File: src/rtl/otp_pkg.sv
// otp_pkg: shared letter width, alphabet bound, state encoding and plaintext slot helper
package otp_pkg;
    localparam int LETTER_W = 5;
    localparam logic [LETTER_W-1:0] ALPHA_MAX = 5'd25;
    localparam int DEF_N_CHARS = 4;
    typedef enum logic [2:0] {S_LOAD, S_ISSUE, S_WAIT, S_GAPW, S_FLUSH, S_FLUSH_WAIT, S_DONE} state_t;
    function automatic int slot_lsb(input int i);
        return i * LETTER_W;
    endfunction
endpackage

File: src/rtl/otp_char_buffer.sv
// otp_char_buffer: N_CHARS x (text, key) letter store with write pointer, read port and range check
module otp_char_buffer
    import otp_pkg::*;
#(
    parameter int N_CHARS = DEF_N_CHARS,
    localparam int IW = N_CHARS > 1 ? $clog2(N_CHARS) : 1,
    localparam int PW = $clog2(N_CHARS + 1)
) (
    input  logic                clk,
    input  logic                rst,
    input  logic                clr,
    input  logic                we,
    input  logic [LETTER_W-1:0] wr_text,
    input  logic [LETTER_W-1:0] wr_key,
    input  logic [IW-1:0]       rd_idx,
    output logic [LETTER_W-1:0] rd_text,
    output logic [LETTER_W-1:0] rd_key,
    output logic                full,
    output logic                range_err
);
    logic [LETTER_W-1:0] text_q [N_CHARS];
    logic [LETTER_W-1:0] key_q [N_CHARS];
    logic [PW-1:0] wr_ptr;
    logic [IW-1:0] wr_idx;
    logic bad;
    assign wr_idx = clr ? '0 : wr_ptr[IW-1:0];
    assign bad = we && (wr_text > ALPHA_MAX || wr_key > ALPHA_MAX);
    assign full = wr_ptr == PW'(N_CHARS);
    assign rd_text = text_q[rd_idx];
    assign rd_key = key_q[rd_idx];
    always_ff @(posedge clk or posedge rst)
        if (rst) begin
            wr_ptr <= '0;
            range_err <= 1'b0;
        end else begin
            wr_ptr <= (clr ? '0 : wr_ptr) + PW'(we);
            range_err <= (range_err && !clr) || bad;
        end
    always_ff @(posedge clk)
        if (we) begin
            text_q[wr_idx] <= wr_text;
            key_q[wr_idx] <= wr_key;
        end
endmodule

File: src/rtl/otp_decrypt_sequencer.sv
// otp_decrypt_sequencer: buffers a message, feeds it letter by letter to the OTP datapath,
// collects the plaintext and flushes the datapath letter counter at the end of each run
module otp_decrypt_sequencer
    import otp_pkg::*;
#(
    parameter int N_CHARS = DEF_N_CHARS,
    parameter int GAP = 0,
    parameter int TIMEOUT = 8
) (
    input  logic                        clk,
    input  logic                        rst,
    input  logic                        abort,
    input  logic                        load_valid,
    input  logic [LETTER_W-1:0]         load_text,
    input  logic [LETTER_W-1:0]         load_key,
    output logic                        load_ready,
    input  logic                        start,
    output logic                        busy,
    output logic                        done,
    output logic                        range_err,
    output logic                        timeout_err,
    output logic                        dp_rst_n,
    output logic                        dp_enable,
    output logic [LETTER_W-1:0]         dp_text,
    output logic [LETTER_W-1:0]         dp_key,
    input  logic                        dp_enable_next,
    input  logic [LETTER_W-1:0]         dp_decrypted,
    output logic [LETTER_W*N_CHARS-1:0] plain_out
);
    localparam int IW = N_CHARS > 1 ? $clog2(N_CHARS) : 1;
    localparam int CW = $clog2(GAP + TIMEOUT + 1);
    state_t state_q, state_d;
    logic [IW-1:0] rd_ptr, rd_nxt;
    logic [CW-1:0] cnt;
    logic [LETTER_W-1:0] rd_text, rd_key;
    logic full, we, clr, accept, got, last, rst_seen;
    assign load_ready = !full;
    assign accept = state_q == S_LOAD && start && full && !range_err;
    assign got = state_q == S_WAIT && dp_enable_next;
    assign last = rd_ptr == IW'(N_CHARS - 1);
    assign we = !abort && load_valid && (state_q == S_DONE || (state_q == S_LOAD && !full));
    assign clr = abort || (state_q == S_DONE && load_valid);
    otp_char_buffer #(.N_CHARS(N_CHARS)) u_buf (
        .clk(clk),
        .rst(rst),
        .clr(clr),
        .we(we),
        .wr_text(load_text),
        .wr_key(load_key),
        .rd_idx(rd_nxt),
        .rd_text(rd_text),
        .rd_key(rd_key),
        .full(full),
        .range_err(range_err)
    );
    always_comb begin
        state_d = state_q;
        rd_nxt = rd_ptr;
        if (abort) begin
            state_d = S_LOAD;
            rd_nxt = '0;
        end else
            case (state_q)
                S_LOAD: if (accept) begin
                    state_d = S_ISSUE;
                    rd_nxt = '0;
                end
                S_ISSUE: state_d = S_WAIT;
                S_WAIT: if (got) begin
                    state_d = last ? S_FLUSH : (GAP > 0 ? S_GAPW : S_ISSUE);
                    rd_nxt = last ? rd_ptr : rd_ptr + 1'b1;
                end else if (cnt == CW'(TIMEOUT - 1))
                    state_d = S_DONE;
                S_GAPW: if (cnt == CW'(GAP - 1)) state_d = S_ISSUE;
                S_FLUSH: state_d = S_FLUSH_WAIT;
                S_FLUSH_WAIT: state_d = S_DONE;
                S_DONE: if (load_valid) state_d = S_LOAD;
                default: state_d = S_LOAD;
            endcase
    end
    // dp_rst_n stays low for one edge after reset release and for one cycle per abort
    always_ff @(posedge clk or posedge rst)
        if (rst) begin
            state_q <= S_LOAD;
            rd_ptr <= '0;
            cnt <= '0;
            rst_seen <= 1'b0;
            dp_rst_n <= 1'b0;
            dp_enable <= 1'b0;
            dp_text <= '0;
            dp_key <= '0;
            busy <= 1'b0;
            done <= 1'b0;
            timeout_err <= 1'b0;
            plain_out <= '0;
        end else begin
            state_q <= state_d;
            rd_ptr <= rd_nxt;
            cnt <= state_d == state_q ? cnt + 1'b1 : '0;
            rst_seen <= 1'b1;
            dp_rst_n <= rst_seen && !abort;
            dp_enable <= state_d inside {S_ISSUE, S_FLUSH};
            dp_text <= state_d == S_ISSUE ? rd_text : '0;
            dp_key <= state_d == S_ISSUE ? rd_key : '0;
            busy <= state_d inside {S_ISSUE, S_WAIT, S_GAPW, S_FLUSH, S_FLUSH_WAIT};
            done <= state_d == S_DONE;
            timeout_err <= !clr && (timeout_err || (state_q == S_WAIT && state_d == S_DONE));
            if (accept && !abort)
                plain_out <= '0;
            else if (got && !abort)
                plain_out[slot_lsb(int'(rd_ptr)) +: LETTER_W] <= dp_decrypted;
        end
endmodule

File: config.mk
export PLATFORM = sky130hd
export DESIGN_NAME = otp_decrypt_sequencer
export DESIGN_NICKNAME = d
export VERILOG_FILES = /design/src/rtl/otp_pkg.sv /design/src/rtl/otp_char_buffer.sv /design/src/rtl/otp_decrypt_sequencer.sv
export SDC_FILE = /design/constraint.sdc
export NUM_CORES = 1
export LEC_CHECK = 0
export CELL_PAD_IN_SITES_DETAIL_PLACEMENT = 1
export CELL_PAD_IN_SITES_GLOBAL_PLACEMENT = 1
export CORE_AREA = 5 5 99 101
export DETAILED_ROUTE_END_ITERATION = 16
export DIE_AREA = 0 0 104 106
export PLACE_DENSITY = 0.79
export SETUP_SLACK_MARGIN = 0.05
export SLEW_MARGIN = 10
export SYNTH_ARGS = -nofsm -noshare
export SYNTH_HDL_FRONTEND = slang
export SYNTH_SLANG_ARGS = --single-unit
File: constraint.sdc
create_clock -name clk -period 4.71 [get_ports clk]
set_input_delay 1.1775 -clock clk [delete_from_list [all_inputs] [get_ports clk]]
set_output_delay 1.1775 -clock clk [all_outputs]
set_load 0.03 [all_outputs]
## Word-level counts from Yosys, hierarchy flattened

Memories as Yosys holds them, arrays and structs flattened.
Cells that the tools add are included.

| operators by class | value |
|---|---|
| eq/ne operators | 17 |
| $mul | 1 |
| $add $sub $neg | 4 |
| multiplexer cells | 23 |
| order comparisons | 2 |
| reduce and logical (&&, ||, !) cells | 28 |
| shift-type cells | 2 |

Operators with widths:

| operator | number |
|---|---|
| two-way mux 20 bit | 2 |
| negator 5 -> 33 bit | 1 |
| variable shift 5 x 33 -> 20 bit, first input constant | 1 |
| variable part select 5 x 33 -> 20 bit | 1 |
| two-way mux 3 bit | 8 |
| equality test 3 bit, second input constant | 7 |
| case mux 3 bit (7 select lines) | 1 |
| bitwise mux 20 bit | 1 |
| logical AND 1 bit | 15 |
| equality test 3 x 2 -> 1 bit, second input constant | 4 |
| > comparator 5 bit, second input constant | 2 |
| two-way mux 2 bit | 5 |
| two-way mux 5 bit | 2 |
| equality test 3 x 1 -> 1 bit, second input constant | 2 |
| logical OR 1 bit | 5 |
| multiplier 2 x 3 -> 5 bit, second input constant | 1 |
| nonzero test 5 bit | 1 |
| adder 4 x 1 -> 4 bit, second input constant | 1 |
| equality test 4 x 3 -> 1 bit, second input constant | 1 |
| equality test 4 bit, second input constant | 1 |
| zero test 1 bit | 4 |
| two-way mux 4 bit | 1 |
| case mux 2 bit (2 select lines) | 1 |
| nonzero test 2 bit | 2 |
| 6 further kinds | 7 |

| word-level totals | value |
|---|---|
| memories | 2 |
| memory bits (writable) | 40 |
| input bits | 21 |
| output and inout bits | 37 |
| bits in registers | 49 |
| logic and storage cells | 93 |

Memories:

| name | depth | bits a word | rd ports | clocked after Yosys merged registers in | wr ports | line | text |
|---|---|---|---|---|---|---|---|
| u_buf.key_q | 4 | 5 | 1 | 0 | 1 | otp_char_buffer.sv:22 | `logic [LETTER_W-1:0] key_q [N_CHARS];` |
| u_buf.text_q | 4 | 5 | 1 | 0 | 1 | otp_char_buffer.sv:21 | `logic [LETTER_W-1:0] text_q [N_CHARS];` |

## Longest topological paths before layout

| depth | value |
|---|---|
| depth after elaboration | 11 |
| depth in mapped cells | 8 |
| gate-level depth less buffers | 7 |

## Cells and area by module

Synthesis repeated with hierarchy kept, for this count alone.

| second synthesis, totals | value |
|---|---|
| cell total of the unflattened synthesis | 260 |
| area total of the unflattened synthesis | 3809.9 um^2 |

By module, submodules not included:

| module | area each (um^2) | sequential area each (um^2) | times used | cells an instance |
|---|---|---|---|---|
| otp_decrypt_sequencer | 2144.6 | 1126.1 | 1 | 186 |
| otp_char_buffer | 1665.3 | 1301.2 | 1 | 74 |

## Worst setup path before layout

OpenSTA, ideal clock, no wires.

| timing | value |
|---|---|
| path kind | in2reg |
| start | input abort |
| end | memory u_buf.key_q[0][0] (enable) |
| required time | 4334 ps |
| arrival | 2344 ps |
| stages | 4 |
| library setup time | 376 ps |
| slack | 1990 ps |
| buffers on the path | 1 |
| cell sequence | clkbuf_1 a2111oi_2 nand2_1 nor2_1 |

| between the ends | value |
|---|---|
| cells in the longest elaborated chain, start to end | 5 |
| elaborated cells between the ends (all ways) | 7 |
| those cells by class | 3 x mux; 4 x reduce/logical |

RTL lines:

| what | line | text |
|---|---|---|
| from (decl) | otp_decrypt_sequencer.sv:12 | `input logic abort,` |
| zero test 1 bit | otp_decrypt_sequencer.sv:41 | `assign we = !abort && load_valid && (state_q == S_DONE \|\| (state_q == S_LOAD && !full));` |
| logical AND 1 bit (2 in a row) | otp_decrypt_sequencer.sv:41 |  |
| two-way mux 1 bit | otp_char_buffer.sv:40 | `if (we) begin` |
| two-way mux 1 bit (implied by the code) | otp_char_buffer.sv:42 | `key_q[wr_idx] <= wr_key;` |
| to (decl) | otp_char_buffer.sv:22 |  |

Parallel ways exist; a longest one is shown, timed or not.

## Final worst setup path

| timing | value |
|---|---|
| start | input dp_enable_next |
| end | register dp_key[3] |

| between the ends | value |
|---|---|
| cells in the longest elaborated chain, start to end | 6 |
| elaborated cells between the ends (all ways) | 10 |
| those cells by class | 1 x eq/ne; 7 x mux; 1 x reduce/logical; 1 x memory |

RTL lines:

| what | line | text |
|---|---|---|
| from (decl) | otp_decrypt_sequencer.sv:26 | `input logic dp_enable_next,` |
| logical AND 1 bit * | otp_decrypt_sequencer.sv:39 | `assign got = state_q == S_WAIT && dp_enable_next;` |
| two-way mux 2 bit or two-way mux 3 bit (tied branches) | otp_decrypt_sequencer.sv:69 | `S_WAIT: if (got) begin` |
| case mux 2 bit (2 select lines) or case mux 3 bit (7 select lines) (tied branches) | otp_decrypt_sequencer.sv:63 | `case (state_q)` |
| two-way mux 2 bit or two-way mux 3 bit (tied branches) | otp_decrypt_sequencer.sv:59 | `if (abort) begin` |
| memory read (4 x 5 bit) or equality test 3 x 1 -> 1 bit (tied branches) | n/a |  |
| two-way mux 5 bit * | otp_decrypt_sequencer.sv:104 | `dp_key <= state_d == S_ISSUE ? rd_key : '0;` |
| to (signal assigned) | otp_decrypt_sequencer.sv:104 |  |
| to (decl) | otp_decrypt_sequencer.sv:25 | `output logic [LETTER_W-1:0] dp_key,` |

Mark *: on every way between the ends. The rest lies on a longest branch, timed or not.
A chain may end at the register's enable or synchronous reset.

==> out/qor.yml <==
crit_chain: "clkdlybuf4s50_1 -> nor4bb_1 -> buf_4 -> a2111oi_4 -> nor2_2 -> inv_2 -> o211a_1 -> a211oi_1"
cp_data_arrival_time_ns: 3.84
final_core_util_pct: 51.93
syn_inst: 288
cp-end-kind: "flop"
drive_gt1_share_pct: 10.00
clk_latency_ns: 0.36
fmax_ghz: 0.2799
dp_hpwl_mm: 6.554
fill_cells: 922
min_path_type: "flop to flop"
place_ws_ns: 0.7468
cp.depth: 8
crit_family: "buffers and inverters"
io_buffer_count: 57
h-tree-depth: 3
grt_remaining_overflow: 0
yosys_warnings: 0
dr_total_vias: 2599
start_util_pct: 42.70
dr.pass1.iters: 4
drtIter0Drc: 84
p_leak_nw: 1.825
clock_sinks: 89
maxSlewViolCount: 0
synth_edf_count: 40
avgSynthCellArea_um2: 13.25
startpoint: "dp_enable_next"
path_class: "primary input to flop"
routed_wl_mm: 9.150
reg2reg_depth: 8
wire_per_inst_um: 19.85
holdWs_ns: 0.4794
max_stage_delay_ns: 0.70
setup_viol: 0
dr.max_layer_used: "met4"
wl_met2_mm: 4.603
drt.antenna.violating_nets: 0
clk_pin_slew_worst_paths_ns: 0.09
maxSlewHeadroom_pct: 30.17
r2r-end: "dp_key[3]"
dieArea_um2: 11020
seq_area_frac_synth_pct: 63.63
cap_violations: 0
peakVddDrop_v: 0.0001930
mostFrequentLayoutCells: "57 x clkdlybuf4s50_1, 49 x dfrtp_1, 40 x edfxtp_1, 38 x nand2_1, 20 x a22o_1"
antenna_found_initial: 0
grt_pass1_vias: 2777
netlist_area_um2: 3815
async_flop_share_pct: 55.06
synth-seq-cells: 89
cts_made_buffers: 9
min_period_ns: 3.573
crit_path_max_fanout: 20
worstMarginPinSlew_ns: 1.046
rrSetupSlack_ns: 1.78
yosys_most_used_dff: "dfrtp_1"
crit_end: "dp_key[3]"
grt_pass1_wl_mm: 15.06
start_kind: "primary input"
required_ns: 4.98
cts_hold_buf: 0
area_growth_syn_to_layout_pct: 21.61
skew_ns: 0.006159
met3WireLength_um: 501
ys_types: 54
die_x_um: 104
post_cts_buffers: 0
clk_path_buf_depth: 2
drc_errors: 0
syn_nets: 316
r2r_start: "state_q[0]"
rows: 35
viasPerCell: 5.638
final_hold_viol_count: 0
p_per_area_nw_per_um2: 317.2
rsz0062_at_grt: "false"
cp_num_buf_inv: 3
cp_slowest_cell: "nor2_2"
final_common_cell: "clkdlybuf4s50_1"
status: "completed"
cts_resized: 0
fin_tns_setup_ns: 0
die_h_um: 106
nNetsFinal: 373
cts_root_buf: "clkbuf_8"
io_pins: 58
gp_congestion: 0.7629
coreArea_um2: 8934
fin_ws_ns: 1.137
cts_tree: "done"
post-route-period-util_pct: 75.85
track_usage_pct: 17.35
diodes: 0
met1_length_mm: 3.824
grt_max_degree: 50
where the power goes:
| group | total (mW) | internal [mW] | switching (mW) |
|---|---|---|---|
| registers | 0.870 | 0.845 | 0.0254 |
| clock network | 0.486 | 0.199 | 0.287 |
| logic | 0.115 | 0.0523 | 0.0628 |
synth_stat cells, types with 2 or more instances:
library cell,count,share of area (%)
nor4b_4,2,1.2
o21ai_0,2,0.26
nand2b_1,2,0.33
buf_2,3,0.39
o21a_1,11,2.2
or3_1,2,0.33
a21o_1,5,0.98
clkbuf_1,5,0.49
nor2_1,11,1.1
and3_1,5,0.82
nor3_1,4,0.52
inv_1,8,0.79
a31o_2,2,0.46
o21ai_1,2,0.26
a21oi_1,2,0.26
dfrtp_1,49,32
edfxtp_1,40,31
nand3_1,3,0.39
xnor2_1,2,0.46
nor4_2,2,0.66
buf_6,3,0.89
a31oi_1,2,0.33
a211oi_1,10,2.0
a22o_1,20,4.6
o211ai_1,4,0.79
nor3b_1,2,0.39
nand2_1,38,3.7
buf_4,3,0.59
a311oi_1,10,2.3
nor2b_1,4,0.66
ha_1,7,2.3
how the worst min path moves through the flow:
stage / endpoint / from / cells after the start
global route: dp_rst_n / rst_seen / 1
detailed placement: dp_rst_n / rst_seen / 1
finish: dp_rst_n / rst_seen / 1
CTS: dp_rst_n / rst_seen / 1
floorplan: dp_rst_n / rst_seen / 1
global placement: dp_rst_n / rst_seen / 1
layer usage:
| metal | up-vias | global-route usage [%] |
|---|---|---|
| li1 | 1201 | - |
| met1 | 1305 | 20.44 |
| met2 | 74 | 30.10 |
| met3 | 19 | 4.554 |
| met4 | 0 | 7.123 |
| met5 | - | 0 |
metrics by stage:
stage,total power [mW],instances,instance area (µm²)
after global routing,1.534,461,4639
after detailed placement,1.004,445,4461
after CTS,1.483,461,4639
final,1.472,461,4639
after global placement,0.9974,445,4461
after floorplan,0.9494,288,3815
flip-flops by register name (all words and copies together), names as in the netlist, 2 cells and up:
signal        flops
rd_ptr            2
plain_out        20
dp_key            5
cnt               4
u_buf.key_q      20
state_q           3
u_buf.wr_ptr      3
u_buf.text_q     20
dp_text           5
cell type report:
type | count | area (µm²) | area share, %
clock buffers | 10 | 127.6 | 2.751
clock inverters | 6 | 51.30 | 1.106
inverters | 9 | 33.78 | 0.7282
multi-input cells | 175 | 1260 | 27.16
flip-flops and latches | 89 | 2427 | 52.32
well taps | 111 | 138.9 | 2.994
repair buffers | 61 | 600.6 | 12.94
cell families (layout without fill, tap and decap cells):
kind of cell    count (synthesis)  count (layout)  share of synthesized area [%]
compound gates                 79              79                          17.45
simple gates                   85              85                          12.50
flops                          89              89                          63.63
buf+inv                        24              86                          3.345
other cells                     1               1                        0.09830
xor+xnor                        3               3                         0.6889
fa+ha+maj                       7               7                          2.296
Note: power is estimated with default switching activity, not from simulation.
